**src/rtl/cpu_pkg.sv**
```systemverilog
// Shared CPU constants and the fetch buffer entry type.
// Imported by the fetch stage and its buffer.
package cpu_pkg;
  localparam int XLEN = 32;
  localparam logic [XLEN-1:0] PC_INC = 32'd4;
  localparam logic [XLEN-1:0] RESET_PC = 32'h0000_0000;

  typedef struct packed {
    logic [XLEN-1:0] pc;
    logic [XLEN-1:0] instr;
  } fetch_entry_t;
endpackage

```
**src/rtl/fetch_unit_if.sv**
```systemverilog
// Fetch-to-decode valid/ready bundle.
// Fetch drives the head entry; decode drives out_ready.
interface fetch_unit_if;
  logic                     out_valid;
  logic                     out_ready;
  logic [cpu_pkg::XLEN-1:0] out_instr;
  logic [cpu_pkg::XLEN-1:0] out_pc;
  logic [cpu_pkg::XLEN-1:0] out_pc_plus4;

  modport master (
    output out_valid,
    output out_instr,
    output out_pc,
    output out_pc_plus4,
    input  out_ready
  );

  modport slave (
    input  out_valid,
    input  out_instr,
    input  out_pc,
    input  out_pc_plus4,
    output out_ready
  );
endinterface

```
**src/rtl/fetch_fifo.sv**
```systemverilog
// Small circular buffer of {pc, instr} entries.
// Flush and reset clear every slot and both pointers.
module fetch_fifo
  import cpu_pkg::*;
#(
  parameter  int DEPTH = 2,
  localparam int CW    = $clog2(DEPTH + 1),
  localparam int PW    = (DEPTH > 1) ? $clog2(DEPTH) : 1
) (
  input  logic         clk,
  input  logic         reset_n,
  input  logic         push,
  input  logic         pop,
  input  logic         flush,
  input  fetch_entry_t wrEntry,
  output logic [CW-1:0] count,
  output logic         headValid,
  output fetch_entry_t head
);

  fetch_entry_t      mem [DEPTH];
  logic [PW-1:0]     rdPtr;
  logic [PW-1:0]     wrPtr;

  function automatic logic [PW-1:0] nextPtr(
    input logic [PW-1:0] p
  );
    return (p == PW'(DEPTH - 1)) ? '0 : p + 1'b1;
  endfunction

  // When full, wrPtr equals rdPtr, so a push+pop
  // overwrites the slot that is leaving.
  always_ff @(posedge clk) begin
    if (!reset_n || flush) begin
      for (int i = 0; i < DEPTH; i++) begin
        mem[i] <= '0;
      end
      rdPtr <= '0;
      wrPtr <= '0;
      count <= '0;
    end else begin
      if (push) begin
        mem[wrPtr] <= wrEntry;
        wrPtr      <= nextPtr(wrPtr);
      end
      if (pop) begin
        rdPtr <= nextPtr(rdPtr);
      end
      count <= count + CW'(push) - CW'(pop);
    end
  end

  assign headValid = (count != '0);
  assign head      = headValid ? mem[rdPtr] : '0;

endmodule

```
**src/rtl/fetch_unit.sv**
```systemverilog
// Fetch stage: PC register, redirect handling and
// fetch counter in front of a small fetch buffer.
module fetch_unit #(
  parameter logic [31:0] RESET_PC = cpu_pkg::RESET_PC,
  parameter int          DEPTH    = 2
) (
  input  logic                     clk,
  input  logic                     reset_n,
  output logic [cpu_pkg::XLEN-1:0] imem_addr,
  input  logic [cpu_pkg::XLEN-1:0] imem_data,
  input  logic                     redirect_valid,
  input  logic [cpu_pkg::XLEN-1:0] redirect_pc,
  fetch_unit_if.master             dec,
  output logic [cpu_pkg::XLEN-1:0] fetch_count
);
  import cpu_pkg::*;

  localparam int CW = $clog2(DEPTH + 1);

  logic [XLEN-1:0] pc;
  logic [CW-1:0]   count;
  logic            headValid;
  logic            push;
  logic            pop;
  fetch_entry_t    head;
  fetch_entry_t    wrEntry;

  assign imem_addr = pc;
  assign pop       = dec.out_valid && dec.out_ready;
  assign push      = !redirect_valid &&
                     ((count < CW'(DEPTH)) || pop);
  assign wrEntry   = '{pc: pc, instr: imem_data};

  always_ff @(posedge clk) begin
    if (!reset_n) begin
      pc          <= RESET_PC;
      fetch_count <= '0;
    end else if (redirect_valid) begin
      pc <= {redirect_pc[XLEN-1:2], 2'b00};
    end else if (push) begin
      pc          <= pc + PC_INC;
      fetch_count <= fetch_count + 1'b1;
    end
  end

  fetch_fifo #(
    .DEPTH (DEPTH)
  ) u_fifo (
    .clk       (clk),
    .reset_n   (reset_n),
    .push      (push),
    .pop       (pop),
    .flush     (redirect_valid),
    .wrEntry   (wrEntry),
    .count     (count),
    .headValid (headValid),
    .head      (head)
  );

  assign dec.out_valid    = headValid;
  assign dec.out_instr    = head.instr;
  assign dec.out_pc       = head.pc;
  assign dec.out_pc_plus4 = headValid ? head.pc + PC_INC : '0;

endmodule

```
**src/flat_wrapper.sv**
```systemverilog
// flat-port wrapper written by rule: the top's interface ports become plain ports
module fetch_unit_flat import cpu_pkg::*;
#(
  parameter logic [31:0] RESET_PC = cpu_pkg::RESET_PC,
  parameter int          DEPTH    = 2
)
  (clk, reset_n, imem_addr, imem_data, redirect_valid, redirect_pc, fetch_count, dec_out_valid, dec_out_instr, dec_out_pc, dec_out_pc_plus4, dec_out_ready);
  fetch_unit_if dec_i ();
  input  logic clk;
  input  logic reset_n;
  output logic [cpu_pkg::XLEN-1:0] imem_addr;
  input  logic [cpu_pkg::XLEN-1:0] imem_data;
  input  logic redirect_valid;
  input  logic [cpu_pkg::XLEN-1:0] redirect_pc;
  output logic [cpu_pkg::XLEN-1:0] fetch_count;
  output wire logic [$bits(dec_i.out_valid)-1:0] dec_out_valid;
  output wire logic [$bits(dec_i.out_instr)-1:0] dec_out_instr;
  output wire logic [$bits(dec_i.out_pc)-1:0] dec_out_pc;
  output wire logic [$bits(dec_i.out_pc_plus4)-1:0] dec_out_pc_plus4;
  input wire logic [$bits(dec_i.out_ready)-1:0] dec_out_ready;
  assign dec_out_valid = dec_i.out_valid;
  assign dec_out_instr = dec_i.out_instr;
  assign dec_out_pc = dec_i.out_pc;
  assign dec_out_pc_plus4 = dec_i.out_pc_plus4;
  assign dec_i.out_ready = dec_out_ready;
  fetch_unit #(.RESET_PC(RESET_PC), .DEPTH(DEPTH)) u_core (.clk(clk), .reset_n(reset_n), .imem_addr(imem_addr), .imem_data(imem_data), .redirect_valid(redirect_valid), .redirect_pc(redirect_pc), .dec(dec_i), .fetch_count(fetch_count));
endmodule
```
**config.mk**
```make
export PLATFORM = sky130hd
export DESIGN_NAME = fetch_unit_flat
export DESIGN_NICKNAME = d
export VERILOG_FILES = /design/src/rtl/cpu_pkg.sv /design/src/rtl/fetch_unit_if.sv /design/src/rtl/fetch_fifo.sv /design/src/rtl/fetch_unit.sv /design/src/flat_wrapper.sv
export SDC_FILE = /design/constraint.sdc
export NUM_CORES = 1
export LEC_CHECK = 0
export ABC_AREA = 1
export BUFFER_PORTS_ARGS = -buffer_cell sky130_fd_sc_hd__buf_2
export CAP_MARGIN = 20
export CELL_PAD_IN_SITES_DETAIL_PLACEMENT = 0
export CELL_PAD_IN_SITES_GLOBAL_PLACEMENT = 1
export CORE_UTILIZATION = 41
export CTS_BUF_LIST = sky130_fd_sc_hd__clkbuf_2
export CTS_CLUSTER_SIZE = 28
export DETAILED_ROUTE_END_ITERATION = 12
export MAX_ROUTING_LAYER = met4
export PLACE_DENSITY = 0.88
export SLEW_MARGIN = 10
export SYNTH_ARGS = -nofsm -noshare
export SYNTH_HDL_FRONTEND = slang
export SYNTH_HIERARCHICAL = 1
export SYNTH_SLANG_ARGS = --single-unit
```
**constraint.sdc**
```tcl
create_clock -name clk -period 4.7 [get_ports clk]
set_input_delay 0.235 -clock clk [delete_from_list [all_inputs] [get_ports clk]]
set_output_delay 0.235 -clock clk [all_outputs]
set_load 0.05 [all_outputs]
```
=== Word level (Yosys, flattened, before mapping) ===
Memory sizes are Yosys's and may differ from the RTL's. A register that Yosys moved wholly into a read port is not among the register bits.
Cells that the tools add are included.

* Register bits: 68
* Memory bits (writable): 128
* Input port bits: 68
* Output and inout bits: 161
* Word-level logic and storage cells: 44
* Memories kept: 1

* $add $sub $neg: 7
* Magnitude comparators: 1
* Multiplexer cells: 16
* Bitwise gates (word level): 2
* Reductions and logical operators: 11

{| class="wikitable"
|+ Memories
! name !! words !! width !! read ports !! clocked after Yosys merged registers in !! wr ports !! line !! RTL
|-
| u_core.u_fifo.mem || 2 || 64 || 1 || 1 || 2 || fetch_fifo.sv:21 || <nowiki>fetch_entry_t mem [DEPTH];</nowiki>
|}

{| class="wikitable"
|+ Operators with widths
! operator !! count
|-
| $mux 64 || 2
|-
| $mux 32 || 3
|-
| $add 32x3->32 const B || 2
|-
| $reduce_or 64->1 || 1
|-
| $add 32x1->32 const B || 1
|-
| $mux 1 || 11
|-
| $reduce_bool 2->1 || 2
|-
| $add 1x1->1 const B || 2
|-
| $add 2x1->2 || 1
|-
| $logic_and 1x1->1 || 2
|-
| $logic_not 1->1 || 2
|-
| $logic_or 1x1->1 || 2
|-
| $lt 2x2->1 const B || 1
|-
| $not 1->1 || 2
|-
| $reduce_and 2->1 || 1
|-
| $reduce_or 2->1 || 1
|-
| $sub 2x1->2 || 1
|}

=== Logic depth before layout (Yosys ltp) ===
* Depth in word-level cells: 9
* Gate-level depth with buffers: 20
* Depth with buffers taken out: 15

=== Cells and area by module ===
Netlist, hierarchy kept.

{| class="wikitable"
|+ By module, submodules not included
! module !! times used !! cells an instance !! area an instance (um^2) !! sequential area each (um^2)
|-
| fetch_fifo || 1 || 581 || 5841.9 || 3943.8
|-
| fetch_unit || 1 || 874 || 4957.3 || 1241.2
|}

=== Worst setup path before layout ===
Ideal clock, no wire load.

* Kind: register -> register
* From: register u_core.u_fifo.count[1]
* To: memory u_core/u_fifo/mem[0][0] in the netlist's numbering (enable)
* Library setup time: 0.424 ns
* Data arrival time: 3.904 ns
* Data required time: 4.276 ns
* Setup slack: 0.372 ns
* Stages on the path, launching flop included: 18
* Buffers on the path: 7
* Period minus slack after synthesis: 4.328 ns
* Cells stage by stage: dfxtp_1 nor2_1 buf_2 buf_2 inv_1 buf_6 nand2_4 nand2_8 nand2_8 inv_1 buf_4 buf_2 inv_2 nor2_1 nand2_1 buf_4 buf_6 nand2_1

{| class="wikitable"
|+ RTL lines
! element !! line !! RTL
|-
| start: declaration || fetch_fifo.sv:16 || <nowiki>output logic [CW-1:0] count,</nowiki>
|-
| start signal: assignment || fetch_fifo.sv:49 || <nowiki>count <= count + CW'(push) - CW'(pop);</nowiki>
|-
| end: declaration || fetch_fifo.sv:21 ||
|}

==> flow_metrics.tcl <==
set metrics [dict create \
    outcome "finished clean" \
    fillers 2591 \
    min-delay-start "imem_data[17]" \
    grt_max_degree 65 \
    antenna_found_initial 1 \
    required_ns 4.47 \
    ys_seq_area_share_pct 48.0 \
    top_layer "met4" \
    ys_ff_latch 195 \
    dpl.cell_count 1974 \
    path_class "flip-flop to output pin" \
    h-tree-depth 4 \
    grt_pass1_wl_mm 48.5 \
    fin_skew_ns 0.0706 \
    overflow 0 \
    arrival_ns 4.02 \
    min_path_type "input port to flip-flop" \
    r2r_end "u_core/u_fifo/mem[1][27]" \
    wl_met2_mm 15.1 \
    whs_ns 0.251 \
    areaGrowthSynthToFinish_pct 22.4 \
    comb_power_share_pct 15.4 \
    yosysWarnings 6 \
    clk_pin_slew_ns 0.34 \
    via_per_inst 4.94 \
    worst_slew_pin_slew_ns 0.909 \
    io_pins 229 \
    final_common_cell "nand2_1" \
    rsz0062_at_grt "no" \
    crit_path_start_kind "flip-flop" \
    path_max_fanout 64 \
    layout_common_cells "nand2_1, nor2_1, buf_2" \
    num_vias 10321 \
    drc 0 \
    wl_per_cell_um 15.2 \
    drt_wl_total_mm 31.6 \
    track_usage_pct 24.1 \
    p_leak_nw 5.54 \
    final_layout_size_suffix_gt1_share_pct 17.2 \
    start_util_pct 41.7 \
    internal_power_mw 2.26 \
    clockPowerShare_pct 26.6 \
    drtAntennaViolNets 0 \
    stdcell_count 2088 \
    drt_iter0_drc 969 \
    fmax_ghz 0.235 \
    max-cap-violations 0 \
    p_seq_share_pct 58.0 \
    tns_ns 0 \
    hold_viol 0 \
    cts_buffers 17 \
    r2r_cells 9 \
    synth_area_sq_um 10800 \
    finalSetupViolations 0 \
    dieArea_sq_um 27000 \
    yosysUniqueCellTypes 38 \
    routabilityCongestion 0.900 \
    whs_path_depth 4 \
    timing.rr.start "u_core/u_fifo/count[1]" \
    post-route-period-util_pct 90.5 \
    grt_pass1_vias 9416 \
    relSlewSlack_pct 39.4 \
    synth_area_per_cell_sq_um 7.42 \
    holdPathEnd "u_core/u_fifo/mem[1][17]" \
    syn_inst 1455 \
    cts_root_buf "clkbuf_2" \
    clock-sinks 195 \
    nNetsFinal 1811 \
    dr.pass1.iters 5 \
    port_buffers 224 \
    wl_met3_mm 1.77 \
    die_y_um 164 \
    cp-end-kind "output pin" \
    hpwl_mm 21.2 \
    min_period_ns 4.25 \
    tritoncts "built" \
    cts_buffer_depth 2 \
    clkLatencyLatePin_ns 0.82 \
    power_per_cell_area_nw_per_um2 256 \
    die_w_um 164 \
    sw_frac_of_total_pct 33.2 \
    irDropWorstVdd_mv 0.119 \
    drv_slew 0 \
    power.switching_mw 1.12 \
    r2r_slack_ns 1.22 \
    coreArea_sq_um 25900 \
    rows 59 \
    met1Wirelength_mm 14.4 \
]
## registers in the layout, summed over array words and instances, names as in the netlist, named ones only
register	flops
u_core/u_fifo/mem	128
u_core/fetch_count	32
u_core/imem_addr	30
u_core/u_fifo/count	2
u_core/u_fifo/rdPtr	1
u_core/u_fifo/wrPtr	1
## cells by family after synthesis
group           count (synthesis)  share of synthesized area (%)
compound gates                176                           8.60
simple gates                  830                           31.9
other cells                     1                         0.0347
buf+inv                       224                           8.97
xor+xnor                       24                           1.95
fa+ha+maj                       5                          0.579
flops                         195                           48.0
## timing repair
item,4_1_cts,5_1_grt
hold buffers,80,0
hold endpoints to repair,120,0
setup buffers,0,0
resized for setup,0,0
## per-layer routing
layer | vias up | GRT usage [%]
met5 | - | -
met4 | 0 | 5.93
li1 | 5172 | -
met1 | 4817 | 31.3
met2 | 307 | 39.4
met3 | 25 | 3.46
## synthesized netlist by cell type
| master | instances | area, sq um |
|---|---|---|
| nand3b_1 | 8 | 60.1 |
| o21bai_1 | 1 | 7.51 |
| nand4_1 | 7 | 43.8 |
| nand2_1 | 433 | 1630 |
| nor3_2 | 1 | 10.0 |
| buf_6 | 11 | 124 |
| a21o_1 | 1 | 7.51 |
| nor3_1 | 12 | 60.1 |
| buf_2 | 17 | 85.1 |
| ha_1 | 5 | 62.6 |
| nand3_1 | 51 | 255 |
| inv_2 | 3 | 11.3 |
| o21ai_0 | 37 | 185 |
| nor2_4 | 10 | 113 |
| edfxtp_1 | 128 | 3840 |
| nor4_1 | 1 | 6.26 |
| a31oi_1 | 8 | 50.1 |
| clkbuf_1 | 18 | 67.6 |
| o21a_1 | 4 | 30.0 |
| nand2_4 | 2 | 22.5 |
| nor2_2 | 6 | 37.5 |
| clkbuf_2 | 1 | 5.00 |
| a21oi_1 | 119 | 596 |
| and2_1 | 4 | 25.0 |
| buf_1 | 1 | 3.75 |
| nor2_1 | 284 | 1070 |
| nand2_8 | 2 | 40.0 |
| nand3_2 | 4 | 40.0 |
| nor3b_1 | 4 | 30.0 |
| a2bb2oi_1 | 1 | 8.76 |
| inv_1 | 167 | 627 |
| xnor2_1 | 3 | 26.3 |
| xor2_1 | 21 | 184 |
| a22o_1 | 5 | 43.8 |
| dfxtp_1 | 67 | 1340 |
| conb_1 | 1 | 3.75 |
| buf_4 | 6 | 45.0 |
| nand2_2 | 1 | 6.26 |
## worst max-delay path, cell delays in order (launching register included)
cell	delay (ns)
dfxtp_2	0.40
buf_4	0.57
nand2_1	0.12
a21oi_1	0.41
inv_1	0.15
nor3_1	0.40
nor3b_1	0.56
nand2_1	0.12
nand2_1	0.08
nand2_1	0.05
nor2_1	0.09
buf_2	0.28
## worst max-delay path by stage
stage          cells after the start                        to  slack (ns)
5_1_grt                           11      dec_out_pc_plus4[30]        0.12
4_1_cts                           11      dec_out_pc_plus4[30]        0.39
3_5_place_dp                       9  u_core/u_fifo/mem[1][43]        1.19
6_report                          11      dec_out_pc_plus4[30]        0.45
3_3_place_gp                       9  u_core/u_fifo/mem[1][37]        1.26
2_1_floorplan                     17   u_core/u_fifo/mem[0][0]        0.37
## power by group through the flow
| stage | sequential (mW) | clock (mW) | combinational [mW] |
|---|---|---|---|
| 5_1_grt | 1.97 | 0.986 | 0.566 |
| 3_5_place_dp | 2.00 | 0 | 0.466 |
| 4_1_cts | 1.96 | 0.931 | 0.519 |
| 3_3_place_gp | 2.00 | 0 | 0.461 |
| 2_1_floorplan | 2.04 | 0 | 0.285 |
| 6_report | 1.96 | 0.899 | 0.520 |
## layout make-up
cell class              count  area, sq um  area share (%)
inverters                 170          638            4.83
clock inverters            15          191            1.45
clock buffers              17         85.1           0.644
well taps                 335          419            3.17
multi-input cells        1039         4670            35.4
diodes                      2         5.00          0.0379
flip-flops and latches    195         5190            39.2
repair buffers            315         2020            15.3
## per-stage QoR
step                      total power [mW]  setup slack (ns)  utilization, %  instance area (sq um)
after floorplan                       2.32             0.372               -                  10800
after global placement                2.46              1.26            46.8                  12100
after detailed placement              2.46              1.19            46.8                  12100
after CTS                             3.41             0.390            51.0                  13200
after global routing                  3.53             0.125            51.0                  13200
final                                 3.38             0.447            51.0                  13200
Note: power is estimated with default switching activity, not from simulation.
